===== src/rtl/mvau_act_feeder.sv =====
// -----------------------------------------------------------------------------
// mvau_act_feeder
//
// Transmit side of the MVAU input-activation stream. Accepts one input vector
// (SF words of TI bits) from the upstream layer over valid/ready, buffers it,
// then replays it NF times back-to-back on a valid-only output, one word per
// cycle. mvau has no backpressure, so a replay always runs to completion.
//
// Configuration macro:
//   MVAU_FEEDER_DBUF_EN  defined   -> two ping-pong banks; the next vector loads
//                                     while the current one is replayed.
//                        undefined -> a single bank; upstream is held off from
//                                     the last accept until the replay ends.
//
// Parameters:
//   SIMD   activation elements per stream word
//   TSRCI  bits per activation element
//   SF     words per input vector (>= 1)
//   NF     replays per vector (>= 1)
//   TI     stream word width, TSRCI*SIMD (derived, not overridable)
//
// Ports:
//   clk      in   1   clock, all logic on posedge
//   rst      in   1   synchronous active-high reset
//   s_data   in   TI  upstream activation word
//   s_valid  in   1   s_data valid
//   s_ready  out  1   feeder can take s_data (word taken when s_valid && s_ready)
//   out      out  TI  activation word to mvau.in
//   out_v    out  1   out valid, to mvau.in_v
// -----------------------------------------------------------------------------
module mvau_act_feeder #(
  parameter  int SIMD  = 2,
  parameter  int TSRCI = 4,
  parameter  int SF    = 3,
  parameter  int NF    = 2,
  localparam int TI    = TSRCI * SIMD
) (
  input  logic          clk,
  input  logic          rst,
  input  logic [TI-1:0] s_data,
  input  logic          s_valid,
  output logic          s_ready,
  output logic [TI-1:0] out,
  output logic          out_v
);

  localparam int PW = (SF > 1) ? $clog2(SF) : 1;
  localparam int RW = (NF > 1) ? $clog2(NF) : 1;

`ifdef MVAU_FEEDER_DBUF_EN
  localparam logic DBUF = 1'b1;
`else
  localparam logic DBUF = 1'b0;
`endif

  typedef enum logic {
    IDLE   = 1'b0,
    REPLAY = 1'b1
  } state_e;

  // Bank 1 is only ever written in the double-buffered build.
  logic [TI-1:0] mem_q [2][SF];
  logic          mem_we;

  state_e        state_q,   state_d;
  logic [1:0]    full_q,    full_d;
  logic          wb_q,      wb_d;
  logic          rb_q,      rb_d;
  logic [PW-1:0] wr_ptr_q,  wr_ptr_d;
  logic [PW-1:0] rd_ptr_q,  rd_ptr_d;
  logic [RW-1:0] rep_cnt_q, rep_cnt_d;
  logic [TI-1:0] out_q,     out_d;
  logic          out_v_q,   out_v_d;
  logic          s_ready_q, s_ready_d;
  logic          accept;

  assign s_ready = s_ready_q;
  assign out     = out_q;
  assign out_v   = out_v_q;

  always_comb begin
    // NOTE: every signal written here gets a default first so no path through
    // the block leaves it unassigned, which would otherwise infer a latch.
    state_d   = state_q;
    full_d    = full_q;
    wb_d      = wb_q;
    rb_d      = rb_q;
    wr_ptr_d  = wr_ptr_q;
    rd_ptr_d  = rd_ptr_q;
    rep_cnt_d = rep_cnt_q;
    out_d     = out_q;
    out_v_d   = 1'b0;
    mem_we    = 1'b0;

    accept = s_valid && s_ready_q;

    // Write side: fill bank[wb] word by word; the last word seals the bank.
    if (accept) begin
      mem_we = 1'b1;
      if (wr_ptr_q == PW'(SF - 1)) begin
        wr_ptr_d     = '0;
        full_d[wb_q] = 1'b1;
        wb_d         = DBUF ? ~wb_q : 1'b0;
      end else begin
        wr_ptr_d = wr_ptr_q + 1'b1;
      end
    end

    // Read side: one word per cycle while replaying; the last word of the
    // last replay releases the bank and moves to the other one.
    if (state_q == REPLAY) begin
      out_d   = mem_q[rb_q][rd_ptr_q];
      out_v_d = 1'b1;
      if (rd_ptr_q == PW'(SF - 1)) begin
        rd_ptr_d = '0;
        if (rep_cnt_q == RW'(NF - 1)) begin
          rep_cnt_d    = '0;
          full_d[rb_q] = 1'b0;
          rb_d         = DBUF ? ~rb_q : 1'b0;
        end else begin
          rep_cnt_d = rep_cnt_q + 1'b1;
        end
      end else begin
        rd_ptr_d = rd_ptr_q + 1'b1;
      end
    end

    // Replay continues without a bubble whenever the next read bank is
    // already sealed, including one sealed on this very edge.
    state_d = full_d[rb_d] ? REPLAY : IDLE;

    // A bank freed on this edge is offered upstream only from the next edge
    // on (second term), so s_ready never rises in the same cycle as the free.
    s_ready_d = !full_d[wb_d] && !full_q[wb_d];
  end

  // NOTE: sequential state uses non-blocking assignments so every flop samples
  // the pre-edge values, independent of statement order.
  always_ff @(posedge clk) begin
    if (rst) begin
      state_q   <= IDLE;
      full_q    <= '0;
      wb_q      <= 1'b0;
      rb_q      <= 1'b0;
      wr_ptr_q  <= '0;
      rd_ptr_q  <= '0;
      rep_cnt_q <= '0;
      out_q     <= '0;
      out_v_q   <= 1'b0;
      s_ready_q <= 1'b0;
    end else begin
      state_q   <= state_d;
      full_q    <= full_d;
      wb_q      <= wb_d;
      rb_q      <= rb_d;
      wr_ptr_q  <= wr_ptr_d;
      rd_ptr_q  <= rd_ptr_d;
      rep_cnt_q <= rep_cnt_d;
      out_q     <= out_d;
      out_v_q   <= out_v_d;
      s_ready_q <= s_ready_d;
    end
  end

  // NOTE: the storage array is deliberately not reset; the full flags gate
  // every read, so stale contents are never emitted.
  always_ff @(posedge clk) begin
    if (mem_we) begin
      mem_q[wb_q][wr_ptr_q] <= s_data;
    end
  end

endmodule


===== config.mk =====
export PLATFORM = sky130hd
export DESIGN_NAME = mvau_act_feeder
export DESIGN_NICKNAME = d
export VERILOG_FILES = /design/src/rtl/mvau_act_feeder.sv
export SDC_FILE = /design/constraint.sdc
export NUM_CORES = 1
export LEC_CHECK = 0
export CAP_MARGIN = 20
export CORE_ASPECT_RATIO = 0.7
export CORE_MARGIN = 3
export CORE_UTILIZATION = 40
export CTS_CLUSTER_DIAMETER = 200
export DETAILED_ROUTE_END_ITERATION = 10
export PLACE_DENSITY_LB_ADDON = 0.05
export SLEW_MARGIN = 20
export SYNTH_ARGS = -nofsm -noshare
export SYNTH_HDL_FRONTEND = slang
export SYNTH_SLANG_ARGS = --single-unit

===== constraint.sdc =====
create_clock -name clk -period 3.4 [get_ports clk]
set_input_delay 0.51 -clock clk [delete_from_list [all_inputs] [get_ports clk]]
set_output_delay 0.51 -clock clk [all_outputs]
set_load 0.005 [all_outputs]

# [Word-level counts from Yosys, hierarchy flattened]
# Memory sizes are Yosys's and may differ from the RTL's. A register that Yosys moved wholly into a read port is not among the register bits.
# Cells that the tools add are included.
[op_classes] mux=34 eq_ne=2 n_reduce_logical=8 order_cmp=9 n_addsub=3 bitwise=5
[ops] operator="two-way mux 24 bit" count=1
[ops] operator="two-way mux 8 bit" count=3
[ops] operator="two-way mux 1 bit" count=19
[ops] operator="binary-select mux 8 bit (select 2 bit)" count=1
[ops] operator="demux 8 bit (select 2 bit)" count=1
[ops] operator="two-way mux 2 bit" count=7
[ops] operator="< comparator 1 x 2 -> 1 bit (second input constant)" count=4
[ops] operator="greater-or-equal comparator 3 bit (second input constant)" count=2
[ops] operator="NOT 2 -> 3 bit" count=2
[ops] operator="logical AND 1 bit" count=5
[ops] operator="adder 2 x 1 -> 2 bit (second input constant)" count=2
[ops] operator="equality test 2 bit (second input constant)" count=2
[ops] operator="< comparator 3 x 1 -> 1 bit (second input constant)" count=1
[ops] operator="bitwise AND 2 bit" count=1
[ops] operator="demux 1 bit (select 1 bit)" count=2
[ops] operator="greater-or-equal comparator 1 bit (second input constant)" count=2
[ops] operator="zero test 1 bit" count=2
[ops] operator="NOT 2 bit" count=1
[ops] operator="bitwise OR 2 bit" count=1
[ops] operator="AND reduction 2 bit" count=1
[ops] operator="adder 1 bit (second input constant)" count=1
[totals] out_inout_bits=10 word_cells=72 n_memories=1 ram_bits=48 register_bits=20
[memory_table] name="mem_q" words=2 width=24 read_ports=1 rd_clocked_by_memory_dff=1 write_ports=1 line_no="62" source="logic [TI-1:0] mem_q [2][SF];"

# [Logic depth before layout (Yosys ltp)]
# Gate-level depths: netlist (run 1).
[logic_depth] depth_word=15 ltp_mapped=5 mapped_depth_nobuf=4

# [Worst setup path after synthesis (run 1)]
# No wires, ideal clock.
[synth_timing] path_type="input-to-reg" start="in s_valid" end="mem mem_q[0][16] in the netlist's numbering, enable pin" t_arrival_ns=1.437 n_path_buf=0 setup_slack_ns=1.569 required_time_ns=3.005 path_stages=2 path_cell_list="nand2_1 -> nor4_1"
[synth_via] elab_chain_cells=4
[synth_lines] element="start, declared" line_no="41" source="input logic s_valid,"
[synth_lines] element="logical AND 1 bit" line_no="95" source="accept = s_valid && s_ready_q;"
[synth_lines] element="two-way mux 1 bit" line_no="98" source="if (accept) begin"
[synth_lines] element="two-way mux 1 bit" line_no="168" source="if (mem_we) begin"
[synth_lines] element="two-way mux 24 bit (implied by the code)" line_no="169" source="mem_q[wb_q][wr_ptr_q] <= s_data;"
[synth_lines] element="end, declared" line_no="62"
# Every way passes these cells.

==> run summary, run 1 <==
RUN STATUS
------------------------------------------------------------------------------------
Result of the run .....................................................    completed

PLACED DESIGN
------------------------------------------------------------------------------------
Half-perimeter wire length after detailed placement ...................      3690 um
Post-Place Setup Slack ................................................      1.07 ns
Weighted congestion at the end of routability-driven global placement .        0.725
Total of buffers placed on input and output ports .....................           20

DRT
------------------------------------------------------------------------------------
Number of nets with antenna violations after routing ..................            0
Number of detailed-routing iterations run before antenna repair .......            5
Amount of wire on met3 after detailed routing .........................       322 um
Via-to-Cell Ratio .....................................................         5.43
Total via count after detailed routing ................................         1482
Iter 0 DRT Violations .................................................          127
Total Routed Length ...................................................      5350 um
Highest signal layer in the routed design .............................         met4
Met1 routed wirelength after detailed routing .........................      2770 um
Detailed route wirelength on metal2 ...................................      2240 um
Avg WL per Cell .......................................................      19.6 um
DRC ...................................................................            0

SYNTH
------------------------------------------------------------------------------------
Synthesized netlist cell count ........................................          170
Ys async rst share ....................................................           0%
Main area contributors after synthesis ................................ edfxtp_1 55%, dfxtp_1 15%, mux2_2 9.1%, nor2_1 2.9%, a222oi_1 2.7%
Most frequent cell after synthesis ....................................     edfxtp_1
Syn Std Cell Area .....................................................    2600 um^2
Post-synth top area share .............................................        55.3%
Synth unique cells ....................................................           33
Cell taking the most area after synthesis .............................     edfxtp_1
Avg Inst Size Synth ...................................................    15.3 um^2
Top cells by count, synth ............................................. 48 x edfxtp_1, 21 x mux2_2, 20 x dfxtp_1, 20 x nor2_1, 9 x a211oi_1
Net Count, Synth ......................................................          181
Post-synthesis sequential area ratio ..................................        70.7%
Number of warnings reported in the yosys synthesis log ................            0
Number of flops mapped to enable cells by yosys .......................           48
Top flip-flop cell by instance count after synthesis ..................     edfxtp_1
Register bit total from synthesis .....................................           68

CRITICAL PATH
------------------------------------------------------------------------------------
Maximum net fanout on the critical path ...............................           16
Req. time, crit path ..................................................      3.56 ns
Startpoint Class ......................................................         flop
Type of element capturing the critical path ...........................         flop
Path type of the worst setup path ..................................... flop to flop
Worst endpoint data arrival time ......................................      2.22 ns

PWR
------------------------------------------------------------------------------------
Power per standard cell area ..........................................  526 nW/um^2
P_leak ................................................................     0.981 nW
Peak supply drop ......................................................   0.000282 V

FINISH
------------------------------------------------------------------------------------
Final core utilization ................................................        50.7%
ANT cells .............................................................            0
Layout overhead on the synthesized area ...............................        17.1%
Register area .........................................................    1840 um^2
Fillcell total ........................................................          498
Multi-input combinational cell area ...................................     708 um^2
Share of layout cells above drive strength 1 ..........................        18.7%
Final #Nets ...........................................................          204

STA
------------------------------------------------------------------------------------
Maximum clock frequency ...............................................      486 MHz
Setup_tns .............................................................         0 ns
Final worst-path cycle share ..........................................        60.5%
Shortest clock period the worst path allows after layout ..............      2.06 ns
Tightest Pin Transition ...............................................     0.923 ns
Count of endpoints failing hold in the final timing report ............            0
Post-route setup slack ................................................      1.34 ns
Number of setup violations in the final report ........................            0
Tightest slew margin relative to the limit ............................        37.9%
Slew Limit Fails ......................................................            0
Worst clock skew ......................................................   0.00960 ns
Setup repair after global routing missed its margin ...................        false
Worst hold slack ......................................................     0.483 ns

CTS
------------------------------------------------------------------------------------
Maximum root-to-sink buffer count .....................................            2
Clock-pin slew on the worst setup and hold paths ......................      0.07 ns
CTS root buffer .......................................................     clkbuf_8
Clock tree from TritonCTS .............................................         done
Post-CTS Hold Buffers .................................................            0
Cts bufs inserted .....................................................            9
Number of buffers inserted to repair setup after CTS ..................            0
Worst skew pair latency ...............................................      0.33 ns
Total number of clock tree sinks ......................................           68
Number of levels the H-tree was split into ............................            3
Post-cts repair resize count ..........................................            0

GLOBAL ROUTING
------------------------------------------------------------------------------------
Total GRT Usage .......................................................        15.6%
Via count of the first global-routing pass ............................         1409
Maximum number of pins on one net before global-route repair ..........           23
Wire length of the first global-routing pass ..........................      8110 um
Initial antenna violation count .......................................            0
Total congestion overflow after global routing ........................            0

FLOORPLAN
------------------------------------------------------------------------------------
Die outline width .....................................................       102 um
Ports .................................................................           21
Area of the core ......................................................    6010 um^2
Starting density of the core ..........................................        43.3%
Number of placement rows ..............................................           23
Die footprint .........................................................    7530 um^2
Y dimension of the die ................................................      73.5 um

RUN
------------------------------------------------------------------------------------
Number of max-capacitance violations reported .........................            0

WORST HOLD PATH
------------------------------------------------------------------------------------
Hold Path Class ....................................................... flop to flop

[worst max-delay path: stages (launching register included)]
cell,delay [ns]
dfxtp_1,0.73
buf_4,0.33
mux2_2,0.36
a222oi_1,0.34
a211oi_1,0.13
[final cells by class]
type,count,share of cell area (%)
Tap cell,75,3.08
Clock inverter,2,1.11
Multi-Input combinational cell,92,23.2
Timing Repair Buffer,21,6.81
Sequential cell,68,60.4
Inverter,1,0.123
Clock buffer,14,5.33
[placed cells by master (no fill, tap or decap), types with 3 or more instances in the layout]
| cell | count |
|---|---|
| clkbuf_1 | 3 |
| a222oi_1 | 7 |
| nor2_1 | 20 |
| a211oi_1 | 9 |
| nor3_1 | 3 |
| dfxtp_1 | 20 |
| edfxtp_1 | 48 |
| clkdlybuf4s50_1 | 20 |
| mux2_2 | 21 |
| and2_1 | 3 |
| nand2_1 | 5 |
| clkbuf_8 | 11 |
| a21oi_1 | 4 |
[kinds of logic (layout without fill, tap and decap cells)]
family / Yosys count / in the layout / share of synthesized area, %
buffers and inverters: 10 / 38 / 2.35
multiplexers: 25 / 25 / 11.4
AND/OR/NAND/NOR: 43 / 43 / 8.31
flip-flops: 68 / 68 / 70.7
AO/OA/AOI/OAI: 23 / 23 / 6.87
XOR/XNOR: 1 / 1 / 0.336
[layer usage]
metal,vias to the layer above,GRT usage [%]
met5,-,0
met4,0,3.93
met3,2,6.36
met2,47,19.5
met1,727,24.6
li1,706,-
[power by group]
group	leakage, nW	internal [mW]	switching, mW	total [mW]
Clock	0.0983	0.378	0.273	0.651
Combinational	0.287	0.0237	0.0279	0.0515
Sequential	0.596	0.896	0.00581	0.902
Total	0.981	1.30	0.307	1.60
[flip-flops by register name (all words and copies together), names as in the netlist]
register,flops
mem_q,48
out,8
full_q,2
rd_ptr_q,2
wr_ptr_q,2
out_v,1
rb_q,1
rep_cnt_q,1
s_ready,1
state_q,1
wb_q,1
[metrics by stage]
| step | cells | power, mW | cell area, um^2 |
|---|---|---|---|
| after floorplan | 170 | 0.939 | 2610 |
| after CTS | 273 | 1.62 | 3050 |
| after global placement | 257 | 0.970 | 2860 |
| after global routing | 273 | 1.67 | 3050 |
| final | 273 | 1.60 | 3050 |
| after detailed placement | 257 | 0.972 | 2860 |
[worst paths after layout]
path,slack [ns],from,to,depth (start not counted)
min,0.48,out[6],out[6],2
max,1.34,rb_q,out[1],4
min reg2reg,0.48,out[6],out[6],2
max reg2reg,1.34,rb_q,out[1],4
Note: power is estimated with default switching activity, not from simulation.
==> run 2, diff against run 1 <==
==> constraint.sdc (replaced) <==
create_clock -name clk -period 2 [get_ports clk]
set_input_delay 0.3 -clock clk [delete_from_list [all_inputs] [get_ports clk]]
set_output_delay 0.3 -clock clk [all_outputs]
set_load 0.005 [all_outputs]
==> run 2 against run 1 <==
- core utilization increased by 1.5 points
- worst setup slack got worse by 0.90 ns
- power increased by 67%
- hold slack improved by 0.0040 ns
- via count increased by 1.6%
- routed wire length decreased by 5.2%
- die area unchanged
- combinational power increased by 75%
- cell count increased by 4.0%
- critical path depth unchanged
- clock power increased by 64%
- clock skew decreased by 0.0025 ns
- largest cell class unchanged
==> run summary, run 2 (synthesized netlist as in run 1, its figures left out) <==
CRITICAL PATH
------------------------------------------------------------------------------------
Slack of the worst reg-to-reg path ....................................      0.45 ns
Req. time, crit path ..................................................      1.98 ns
FF-to-FF path depth ...................................................            4
Startpoint Class ...................................................... primary input
Maximum net fanout on the critical path ...............................            8
Launch point of the critical path .....................................      s_valid
Type of element capturing the critical path ...........................         flop
Path type of the worst setup path ..................................... primary input to flop
Terminus of the critical flop-to-flop path ............................       out[3]
Delay of the slowest cell on the worst path ...........................      0.50 ns
Critical path endpoint ................................................ mem_q[1][12]
Highest-delay cell along the critical path ............................ clkdlybuf4s50_1
Cell breakdown of the critical path ................................... clkdlybuf4s50_1 > nand2_1 > nor2_1 > and3_1
Crit Reg-Reg Startpoint ...............................................         rb_q
Worst endpoint data arrival time ......................................      1.54 ns

CTS
------------------------------------------------------------------------------------
Maximum root-to-sink buffer count .....................................            2
Cts bufs inserted .....................................................            9
Clock tree from TritonCTS .............................................         done
Number of buffers inserted to repair setup after CTS ..................            0
Worst skew pair latency ...............................................      0.33 ns
Post-CTS Hold Buffers .................................................            0
Number of levels the H-tree was split into ............................            3
Post-cts repair resize count ..........................................            0
Total number of clock tree sinks ......................................           68
CTS root buffer .......................................................     clkbuf_8
Clock-pin slew on the worst setup and hold paths ......................      0.07 ns

RUN STATUS
------------------------------------------------------------------------------------
Result of the run .....................................................    completed

PWR
------------------------------------------------------------------------------------
Total internal power ..................................................      2.14 mW
Combinational fraction of design power ................................         3.4%
Clock share of power ..................................................        39.7%
Power per standard cell area ..........................................  855 nW/um^2
Switching Fraction ....................................................        20.5%
P_leak ................................................................      1.04 nW
Net Switching .........................................................       551 uW
Peak supply drop ......................................................   0.000413 V
Sequential cell fraction of total power ...............................        57.0%

FINISH
------------------------------------------------------------------------------------
Final #Nets ...........................................................          215
Layout overhead on the synthesized area ...............................        20.6%
Top reg by flops ......................................................        mem_q
Fillcell total ........................................................          497
Final non-filler cell total ...........................................          284
Largest register FFs ..................................................           48
Most common cell after layout, fill and taps aside ....................     edfxtp_1
Most frequent cells in the layout ..................................... 48 x edfxtp_1, 21 x mux2_2, 20 x nor2_1, 20 x dfxtp_1, 20 x clkdlybuf4s50_1
ANT cells .............................................................            0
Share of layout cells above drive strength 1 ..........................        24.4%
Final core utilization ................................................        52.2%

DRT
------------------------------------------------------------------------------------
Avg WL per Cell .......................................................      17.9 um
Total via count after detailed routing ................................         1505
Via-to-Cell Ratio .....................................................         5.30
DRC ...................................................................            0
Number of detailed-routing iterations run before antenna repair .......            4
Number of nets with antenna violations after routing ..................            0
Iter 0 DRT Violations .................................................           98
Total Routed Length ...................................................      5070 um

FLOORPLAN
------------------------------------------------------------------------------------
Die footprint .........................................................    7530 um^2
Starting density of the core ..........................................        43.3%
Ports .................................................................           21
Die outline width .....................................................       102 um
Area of the core ......................................................    6010 um^2
Y dimension of the die ................................................      73.5 um
Number of placement rows ..............................................           23

STA
------------------------------------------------------------------------------------
Number of setup violations in the final report ........................            0
Post-route setup slack ................................................     0.439 ns
Maximum clock frequency ...............................................      641 MHz
Slew Limit Fails ......................................................            0
Shortest clock period the worst path allows after layout ..............      1.56 ns
Setup repair after global routing missed its margin ...................        false
Count of endpoints failing hold in the final timing report ............            0
Tightest slew margin relative to the limit ............................        65.2%
Tightest Pin Transition ...............................................     0.522 ns
Setup_tns .............................................................         0 ns
Final worst-path cycle share ..........................................        78.0%
Worst clock skew ......................................................   0.00713 ns

GLOBAL ROUTING
------------------------------------------------------------------------------------
Via count of the first global-routing pass ............................         1527
Total congestion overflow after global routing ........................            0
Initial antenna violation count .......................................            0
Wire length of the first global-routing pass ..........................      8100 um
Total GRT Usage .......................................................        15.3%
Maximum number of pins on one net before global-route repair ..........           29

PLACED DESIGN
------------------------------------------------------------------------------------
Post-Place Setup Slack ................................................    0.0974 ns
# placed instances ....................................................          268
Weighted congestion at the end of routability-driven global placement .        0.712
Total of buffers placed on input and output ports .....................           20
Half-perimeter wire length after detailed placement ...................      3400 um

RUN
------------------------------------------------------------------------------------
Number of max-capacitance violations reported .........................            0

WORST HOLD PATH
------------------------------------------------------------------------------------
Hold Path Class ....................................................... flop to flop

[run 2: stage by stage]
| step | instance area, um^2 | power, mW | hold slack (ns) |
|---|---|---|---|
| 2_1_floorplan | 2610 | 1.60 | 0.399 |
| 3_3_place_gp | 2950 | 1.65 | 0.467 |
| 3_5_place_dp | 2950 | 1.65 | 0.478 |
| 4_1_cts | 3140 | 2.72 | 0.487 |
| 5_1_grt | 3140 | 2.80 | 0.516 |
| 6_report | 3140 | 2.69 | 0.487 |
[run 2: worst min path at each step]
stage	start	to	slack, ns	cells past startpoint
global route	out[0]	out[0]	0.52	2
global placement	full_q[0]	s_ready	0.47	1
detailed placement	out[6]	out[6]	0.48	2
CTS	out[6]	out[6]	0.49	2
finish	out[6]	out[6]	0.49	2
floorplan	s_data[0]	mem_q[0][0]	0.40	0
[run 2: metal layers]
metal	global-route usage, %	part of all wire (%)
met1	20.2	47
met2	23.3	45
met3	5.69	6.4
met4	5.24	1.4
met5	0	0
[run 2: power by group through the flow]
stage / combinational (mW) / clock (mW) / sequential, mW
finish: 0.0901 / 1.07 / 1.53
global route: 0.0989 / 1.17 / 1.53
CTS: 0.0908 / 1.10 / 1.53
detailed placement: 0.0905 / 0 / 1.56
global placement: 0.0878 / 0 / 1.56
floorplan: 0.0358 / 0 / 1.56
[run 2: cell type report]
type	count	area (um^2)	share of cell area (%)
tap	75	93.8	2.99
sequential	68	1840	58.6
timing repair buffer	32	303	9.64
clock buffer	9	124	3.94
inverter	1	3.75	0.119
clock inverter	7	67.6	2.15
multi-input combinational	92	708	22.5
[run 2: worst max-delay path, delay by kind of cell]
kind	cells	cell delay, ns
and+or+nand+nor	3	0.73
buffers and inverters	1	0.50
==> run 3, diff against run 2 <==
==> constraint.sdc (replaced) <==
create_clock -name clk -period 1.3 [get_ports clk]
set_input_delay 0.195 -clock clk [delete_from_list [all_inputs] [get_ports clk]]
set_output_delay 0.195 -clock clk [all_outputs]
set_load 0.005 [all_outputs]
==> run 3 against run 2 <==
- the flow now finishes with violations (setup timing)
- sequential power rose by 54%
- cell count is 6.7% higher
- combinational power increased by 85%
- via count is 7.2% higher
- clock skew up 0.0020 ns
- register-to-register slack worse by 0.63 ns
- hold slack worse by 0.16 ns
- first-iteration DRC count increased by 52%
- power is 52% higher
==> run summary, run 3 (synthesized netlist as in run 1, its figures left out) <==
CTS
------------------------------------------------------------------------------------
Cts bufs inserted .....................................................            9
Post-CTS Hold Buffers .................................................            0
Worst skew pair latency ...............................................      0.34 ns
Clock tree from TritonCTS .............................................         done
Clock-pin slew on the worst setup and hold paths ......................      0.07 ns
Total number of clock tree sinks ......................................           68
Number of levels the H-tree was split into ............................            3
Maximum root-to-sink buffer count .....................................            2
CTS root buffer .......................................................     clkbuf_8

PWR
------------------------------------------------------------------------------------
Power, Total ..........................................................      4.07 mW
P_leak ................................................................      1.27 nW
Peak supply drop ......................................................   0.000608 V
Power per standard cell area .......................................... 1160 nW/um^2

FLOORPLAN
------------------------------------------------------------------------------------
Y dimension of the die ................................................      73.5 um
Die footprint .........................................................    7530 um^2
Area of the core ......................................................    6010 um^2
Starting density of the core ..........................................        43.3%
Number of placement rows ..............................................           23
Die outline width .....................................................       102 um
Ports .................................................................           21

STA
------------------------------------------------------------------------------------
Slew Limit Fails ......................................................            0
Final worst-path cycle share ..........................................         114%
Setup repair after global routing missed its margin ...................         true
Worst clock skew ......................................................   0.00909 ns
Post-route setup slack ................................................    -0.184 ns
Worst hold slack ......................................................     0.326 ns
Maximum clock frequency ...............................................      674 MHz
Shortest clock period the worst path allows after layout ..............      1.48 ns
Count of endpoints failing hold in the final timing report ............            0
Tightest Pin Transition ...............................................     0.462 ns
Number of setup violations in the final report ........................           12
Tightest slew margin relative to the limit ............................        69.1%

DRT
------------------------------------------------------------------------------------
Number of nets with antenna violations after routing ..................            0
Iter 0 DRT Violations .................................................          149
Via-to-Cell Ratio .....................................................         5.33
Total via count after detailed routing ................................         1614
DRC ...................................................................            0
Number of detailed-routing iterations run before antenna repair .......            5
Avg WL per Cell .......................................................      19.1 um
Total Routed Length ...................................................      5800 um

GLOBAL ROUTING
------------------------------------------------------------------------------------
Wire length of the first global-routing pass ..........................      8960 um
Initial antenna violation count .......................................            0
Total congestion overflow after global routing ........................            0
Maximum number of pins on one net before global-route repair ..........           21
Via count of the first global-routing pass ............................         1645
Total GRT Usage .......................................................        17.0%

PLACED DESIGN
------------------------------------------------------------------------------------
Weighted congestion at the end of routability-driven global placement .        0.779
Total of buffers placed on input and output ports .....................           20
# placed instances ....................................................          284
Half-perimeter wire length after detailed placement ...................      3630 um
Instance area after placement .........................................    3120 um^2
Post-Place Setup Slack ................................................    -0.402 ns

RUN STATUS
------------------------------------------------------------------------------------
Violated checks ....................................................... setup timing
Result of the run ..................................................... finished, violations left

WORST HOLD PATH
------------------------------------------------------------------------------------
Worst hold start ......................................................      s_valid
Hold Path Class ....................................................... primary input to flop

FINISH
------------------------------------------------------------------------------------
ANT cells .............................................................            0
Top reg by flops ......................................................        mem_q
Layout overhead on the synthesized area ...............................        34.2%
Share of layout cells above drive strength 1 ..........................        40.8%
Post-layout instance area .............................................    3500 um^2
Largest register FFs ..................................................           48
Final non-filler cell total ...........................................          303
Final #Nets ...........................................................          234
Most frequent cells in the layout ..................................... 48 x edfxtp_1, 20 x buf_4, 15 x mux2_4
Most common cell after layout, fill and taps aside ....................     edfxtp_1

CRITICAL PATH
------------------------------------------------------------------------------------
Worst endpoint data arrival time ......................................      1.71 ns
Type of element capturing the critical path ...........................         flop
Maximum net fanout on the critical path ...............................            6
Slack of the worst reg-to-reg path ....................................     -0.18 ns
Family with the most delay on the worst path .......................... multiplexers
Req. time, crit path ..................................................      1.52 ns
Launch point of the critical path .....................................         rb_q
Crit Reg-Reg Startpoint ...............................................         rb_q
Delay of the slowest cell on the worst path ...........................      0.51 ns
Highest-delay cell along the critical path ............................       mux4_2
Buffers plus inverters on the worst setup path ........................            1
Path type of the worst setup path ..................................... flop to flop
Cell breakdown of the critical path ................................... clkbuf_16 > mux4_2 > a22oi_2 > a211oi_1
Startpoint Class ......................................................         flop

RUN
------------------------------------------------------------------------------------
Number of max-capacitance violations reported .........................            0

## run 3: cell types whose count changed in the layout (fill, tap and decap cells not counted), moves of 8 or more
cell	previous run	this run
mux2_2	21	7
dlygate4sd2_1	0	10
clkdlybuf4s50_1	20	9
mux2_4	1	15
buf_4	11	20
dfxtp_1	20	12
## run 3: metal layers
layer | track usage, % | wire length, um | up-vias
met4 | 6.55 | 72 | 0
met2 | 25.5 | 2730 | 33
met3 | 6.07 | 224 | 7
li1 | - | - | 766
met1 | 22.6 | 2770 | 808
met5 | 0 | 0 | -
## run 3: cell type report
type,instances,area [um^2]
clock inverter,3,13.8
clock buffer,13,160
fill,451,2520
tap,75,93.8
timing repair buffer,51,520
inverter,1,3.75
sequential,68,1860
multi-input combinational,92,847
## run 3: timing repair
item | in CTS | in global routing
setup buffers | 0 | 1
resized for setup | 22 | 34
pin swaps | 5 | 18
endpoints found under the hold margin | 0 | 0
setup endpoints to repair | 43 | 51
gates cloned | 1 | 1
## run 3: report_power, final
part	internal, mW	switching [mW]
clock network	0.798	0.750
logic	0.0888	0.0784
registers	2.34	0.0153
total	3.23	0.844
## run 3: final timing paths
check	endpoint	depth (start not counted)
min reg2reg	out[0]	2
max	out[3]	4
min	wr_ptr_q[1]	4
max reg2reg	out[3]	4
## run 3: metrics by stage
| stage | util, % | TNS (ns) |
|---|---|---|
| after floorplan | - | -3.41 |
| after global placement | 51.9 | -16.82 |
| after detailed placement | 51.9 | -17.90 |
| after CTS | 55.4 | -1.64 |
| after global routing | 58.1 | -2.46 |
| final | 58.1 | -1.38 |
## run 3: tightest hold or removal path: cells and delay by family
family                 cells  cell delay (ns)
AOI/OAI and AO/OA          1             0.06
buffers and inverters      1             0.19
and+or+nand+nor            2             0.18
==> variant 1, RTL diff (flow settings as in run 1) <==
Set the parameter `NF` to 4 (it was 2).
--- a/src/rtl/mvau_act_feeder.sv
+++ b/src/rtl/mvau_act_feeder.sv
@@ -32,7 +32,7 @@
   parameter  int SIMD  = 2,
   parameter  int TSRCI = 4,
   parameter  int SF    = 3,
-  parameter  int NF    = 2,
+  parameter  int NF    = 4,
   localparam int TI    = TSRCI * SIMD
 ) (
   input  logic          clk,
Check against the original RTL: no difference found for any inputs over 10 cycles, from zero or initial values and one cycle with rst high; that may be too few to reach the edited logic, so the function may still have changed.
==> variant 1 against run 1 <==
- largest cell class unchanged
- design area is 5.6% higher
- setup slack better by 0.056 ns
- via count is 8.6% higher
- sequential power is 1% higher
- total power is 0.70% lower
- critical path type is now in2reg
- sequential share of layout area is 2.6 points lower
- wire length is 4.5% lower
- critical endpoint is now state_q
- area after synthesis is 4.9% higher
- sequential cell count is 1 higher
==> variant 1: results (changes against run 1) <==
* Worst R2R Path Depth at 5 (was 4)
* Fin Hold WS at 0.466 ns (was 0.483 ns)
* Least-Margin Pin Slew at 0.854 ns (was 0.923 ns)
* Placer Congestion at 0.728 (was 0.725)
* Clk sink count at 69 (was 68)
* Post-placement cell count at 303 (was 257)
* Nets at 235 (was 204)
* Total combinational power at 0.0486 mW (was 0.0515 mW)
* Via count at 1609 (was 1482)
* FF/Latch Area at 0.00186 sq mm (was 0.00184 sq mm)
* Most frequent cells after synthesis: edfxtp_1, dfxtp_1, mux2i_1, nor2_1 (was edfxtp_1, mux2_2, dfxtp_1, nor2_1, a211oi_1)
* First-pass GRT wire length at 8.25 mm (was 8.11 mm)
* Setup WS pre-CTS at 1.02 ns (was 1.07 ns)
* Die W at 105 um (was 102 um)
* Clock buffers and inverters, area share at 5.86% (was 6.44%)
* GRT Util Overall at 14.4% (was 15.6%)
* Data buffer area share at 7.84% (was 6.81%)
* Worst-path maximum fanout at 10 (was 16)
* Met2 wire len at 2.40 mm (was 2.24 mm)
* Worst Skew at 0.00466 ns (was 0.00960 ns)
* Outcome: complete, no violations (unchanged)
* Clock Power Share at 39.6% (was 40.6%)
* DRT Wirelength at 5.11 mm (was 5.35 mm)
* Top cells by area, synth: edfxtp_1, dfxtp_1, mux2i_1 (was edfxtp_1, dfxtp_1, mux2_2)
* GR Layer Usage met3 at 5.66% (was 6.36%)
* Post-synthesis sequential area ratio at 68.1% (was 70.7%)
* Pleak at 1.00 nW (was 0.981 nW)
* DP HPWL at 3.41 mm (was 3.69 mm)
* Placement Cell Area at 0.00303 sq mm (was 0.00286 sq mm)
* M2 GR Usage at 22.3% (was 19.5%)
* First drt pass iteration count at 4 (was 5)
* Initial core utilization at 42.5% (was 43.3%)
* Min-delay src: rep_cnt_q[1] (was out[6])
* Reg2reg setup slack at 1.52 ns (was 1.34 ns)
* Fin util at 50.2% (was 50.7%)
* Fraction of area in multi-input gates at 24.8% (was 23.2%)
* Initial drt markers at 62 (was 127)
* Crit path launch: s_valid (was rb_q)
* Average cell area after synthesis at 13.9 sq um (was 15.3 sq um)
* Non-Filler Instances at 318 (was 273)
* R2r endpoint: out[0] (was out[1])
* Post-Syn Nets at 209 (was 181)
* Inverters at 2 (was 1)
[variant 1: cell types whose count changed after synthesis, sizes merged, moves of 3 or more]
| cell | change |
|---|---|
| a31o | +8 |
| o21ai | +16 |
| nand2b | +3 |
| mux2i | +16 |
| a222oi | -7 |
| a21oi | +9 |
| a21boi | +8 |
| nor3b | +8 |
| mux2 | -22 |
| a211oi | -8 |
| nor2 | -7 |
[variant 1: cell families (layout without fill, tap and decap cells)]
| family | after synthesis | count (layout) | share of synthesized area (%) |
|---|---|---|---|
| flip-flops | 69 | 69 | 68.1 |
| adder cells (fa/ha/maj) | 1 | 1 | 0.458 |
| AND/OR/NAND/NOR | 45 | 45 | 9.25 |
| AO/OA/AOI/OAI | 50 | 50 | 12.7 |
| multiplexers | 18 | 18 | 6.59 |
| buffers and inverters | 14 | 44 | 2.93 |
[variant 1: worst max-delay path, stage by stage]
cell	delay, ns
clkdlybuf4s50_1	0.51
nand4b_1	0.22
nor2_1	0.69
o211ai_1	0.16
a21oi_1	0.18
==> variant 2, RTL diff (settings of run 1) <==
Made on the original files. Reset style: asynchronous (`rst`), changed in one clocked block. Comments in the files are not updated.
--- a/src/rtl/mvau_act_feeder.sv
+++ b/src/rtl/mvau_act_feeder.sv
@@ -136,7 +136,7 @@
 
   // NOTE: sequential state uses non-blocking assignments so every flop samples
   // the pre-edge values, independent of statement order.
-  always_ff @(posedge clk) begin
+  always_ff @(posedge clk or posedge rst) begin
     if (rst) begin
       state_q   <= IDLE;
       full_q    <= '0;
Check against the original RTL: differs if rst is asserted again (counterexample within 4 cycles, from zero or initial values and one cycle with rst high); with rst held inactive, the same outputs for 10 cycles.
==> variant 2 against run 1 <==
- wire length rose by 1.6%
- area after synthesis is 2.4% higher
- synthesized cell count is 3.5% lower
- die area increased by 2.2%
- design area rose by 3.6%
- count of clock-buffer cells in the layout is 5 lower
- sequential cell count is the same
- setup slack improved by 0.11 ns
- largest cell class unchanged
Power is not compared: it rests on default switching activity, and its combinational part moved more than twofold at a synthesized area within 25%.
==> variant 2: results (changes against run 1) <==
* Vias in the first global route at 1501 (was 1409)
* Outcome: complete, no violations (unchanged)
* Reg2reg start: wb_q (was rb_q)
* GRT Util Overall at 15.5% (was 15.6%)
* Initial drt markers at 83 (was 127)
* Nonclk buf count at 22 (was 21)
* Worst-path maximum fanout at 8 (was 16)
* Data buffer area share at 6.81% (about the same)
* First drt pass iteration count at 4 (was 5)
* Fin Hold WS at 0.506 ns (was 0.483 ns)
* Worst Skew at 0.0104 ns (was 0.00960 ns)
* Least-Margin Pin Slew at 0.917 ns (was 0.923 ns)
* Worst R2R Path Depth at 2 (was 4)
* Area Growth Syn to Fin at 18.6% (was 17.1%)
* Post-Syn Nets at 175 (was 181)
* DP HPWL at 3.80 mm (was 3.69 mm)
* Reg2reg setup slack at 1.57 ns (was 1.34 ns)
* Fraction of area in multi-input gates at 20.6% (was 23.2%)
* Layout cell share with drive strength beyond 1 at 10.9% (was 18.7%)
* First-pass GRT wire length at 8.42 mm (was 8.11 mm)
* Min-delay src: out[7] (was out[6])
* WP data arrival at 1.94 ns (was 2.22 ns)
* Filler cells at 537 (was 498)
* Post-placement cell count at 268 (was 257)
* Inverters at 4 (was 1)
* Hold depth at 1 (was 2)
* Placement Cell Area at 0.00294 sq mm (was 0.00286 sq mm)
* Multi-Input Combinational at 83 (was 92)
* Fraction of registers with async set/reset at 29.4% (was 0%)
* FF/Latch Area at 0.00194 sq mm (was 0.00184 sq mm)
* Most frequent cells after synthesis: edfxtp_1, mux2i_1, dfrtp_1, o22ai_1 (was edfxtp_1, mux2_2, dfxtp_1, nor2_1, a211oi_1)
* Non-Filler Instances at 284 (was 273)
* Post-synthesis sequential area ratio at 72.8% (was 70.7%)
* Nets at 199 (was 204)
* CTS Buf Count at 9 (unchanged)
* Placer Congestion at 0.819 (was 0.725)
* R2r endpoint: mem_q[1][18] (was out[1])
* Clock buffer cells at 9 (was 14)
* Distinct cells, synth at 30 (was 33)
* Finished Cell Area at 0.00316 sq mm (was 0.00305 sq mm)
variant 2: cell types whose count changed in the layout (fill, tap and decap cells not counted), moves of 7 or more:
| cell | delta |
|---|---|
| dfxtp_1 | -20 |
| a222oi_1 | -7 |
| o22a_1 | +7 |
| o22ai_1 | +7 |
| dfrtp_1 | +20 |
| a211oi_1 | -9 |
| mux2i_1 | +23 |
| nor2_1 | -13 |
| mux2_2 | -20 |
variant 2: kinds of logic after synthesis:
| family | Yosys count | synth area share, % |
|---|---|---|
| AOI/OAI and AO/OA | 31 | 8.54 |
| and+or+nand+nor | 24 | 4.93 |
| buffers and inverters | 13 | 3.24 |
| muxes | 26 | 9.81 |
| DFF | 68 | 72.8 |
| xor gates and xnor gates | 2 | 0.657 |
variant 2: worst max-delay path: stages:
cell	delay, ns
clkdlybuf4s50_1	0.50
nand2_1	0.16
nor3b_1	0.33
and2_1	0.44
variant 2: where the power goes:
group / internal [mW] / switching (mW)
combinational: 0.293 / 0.260
clock: 0.416 / 0.308
sequential: 1.08 / 0.181
variant 2: worst max-delay path by stage:
stage | depth (start not counted) | end | slack (ns) | start
floorplan | 2 | mem_q[0][16] | 1.55 | s_valid
global placement | 4 | mem_q[0][11] | 1.11 | s_valid
detailed placement | 3 | mem_q[1][21] | 1.09 | s_valid
CTS | 3 | mem_q[1][23] | 1.45 | s_valid
global route | 4 | mem_q[0][13] | 1.29 | s_valid
finish | 4 | mem_q[0][13] | 1.45 | s_valid
variant 2: routing by layer:
| metal | GRT usage (%) | routed length (um) | share of wire [%] |
|---|---|---|---|
| met4 | 6.19 | 63 | 1.2 |
| met5 | 0 | 0 | 0 |
| met3 | 5.55 | 348 | 6.4 |
| met2 | 23.2 | 2380 | 44 |
| met1 | 20.9 | 2640 | 49 |
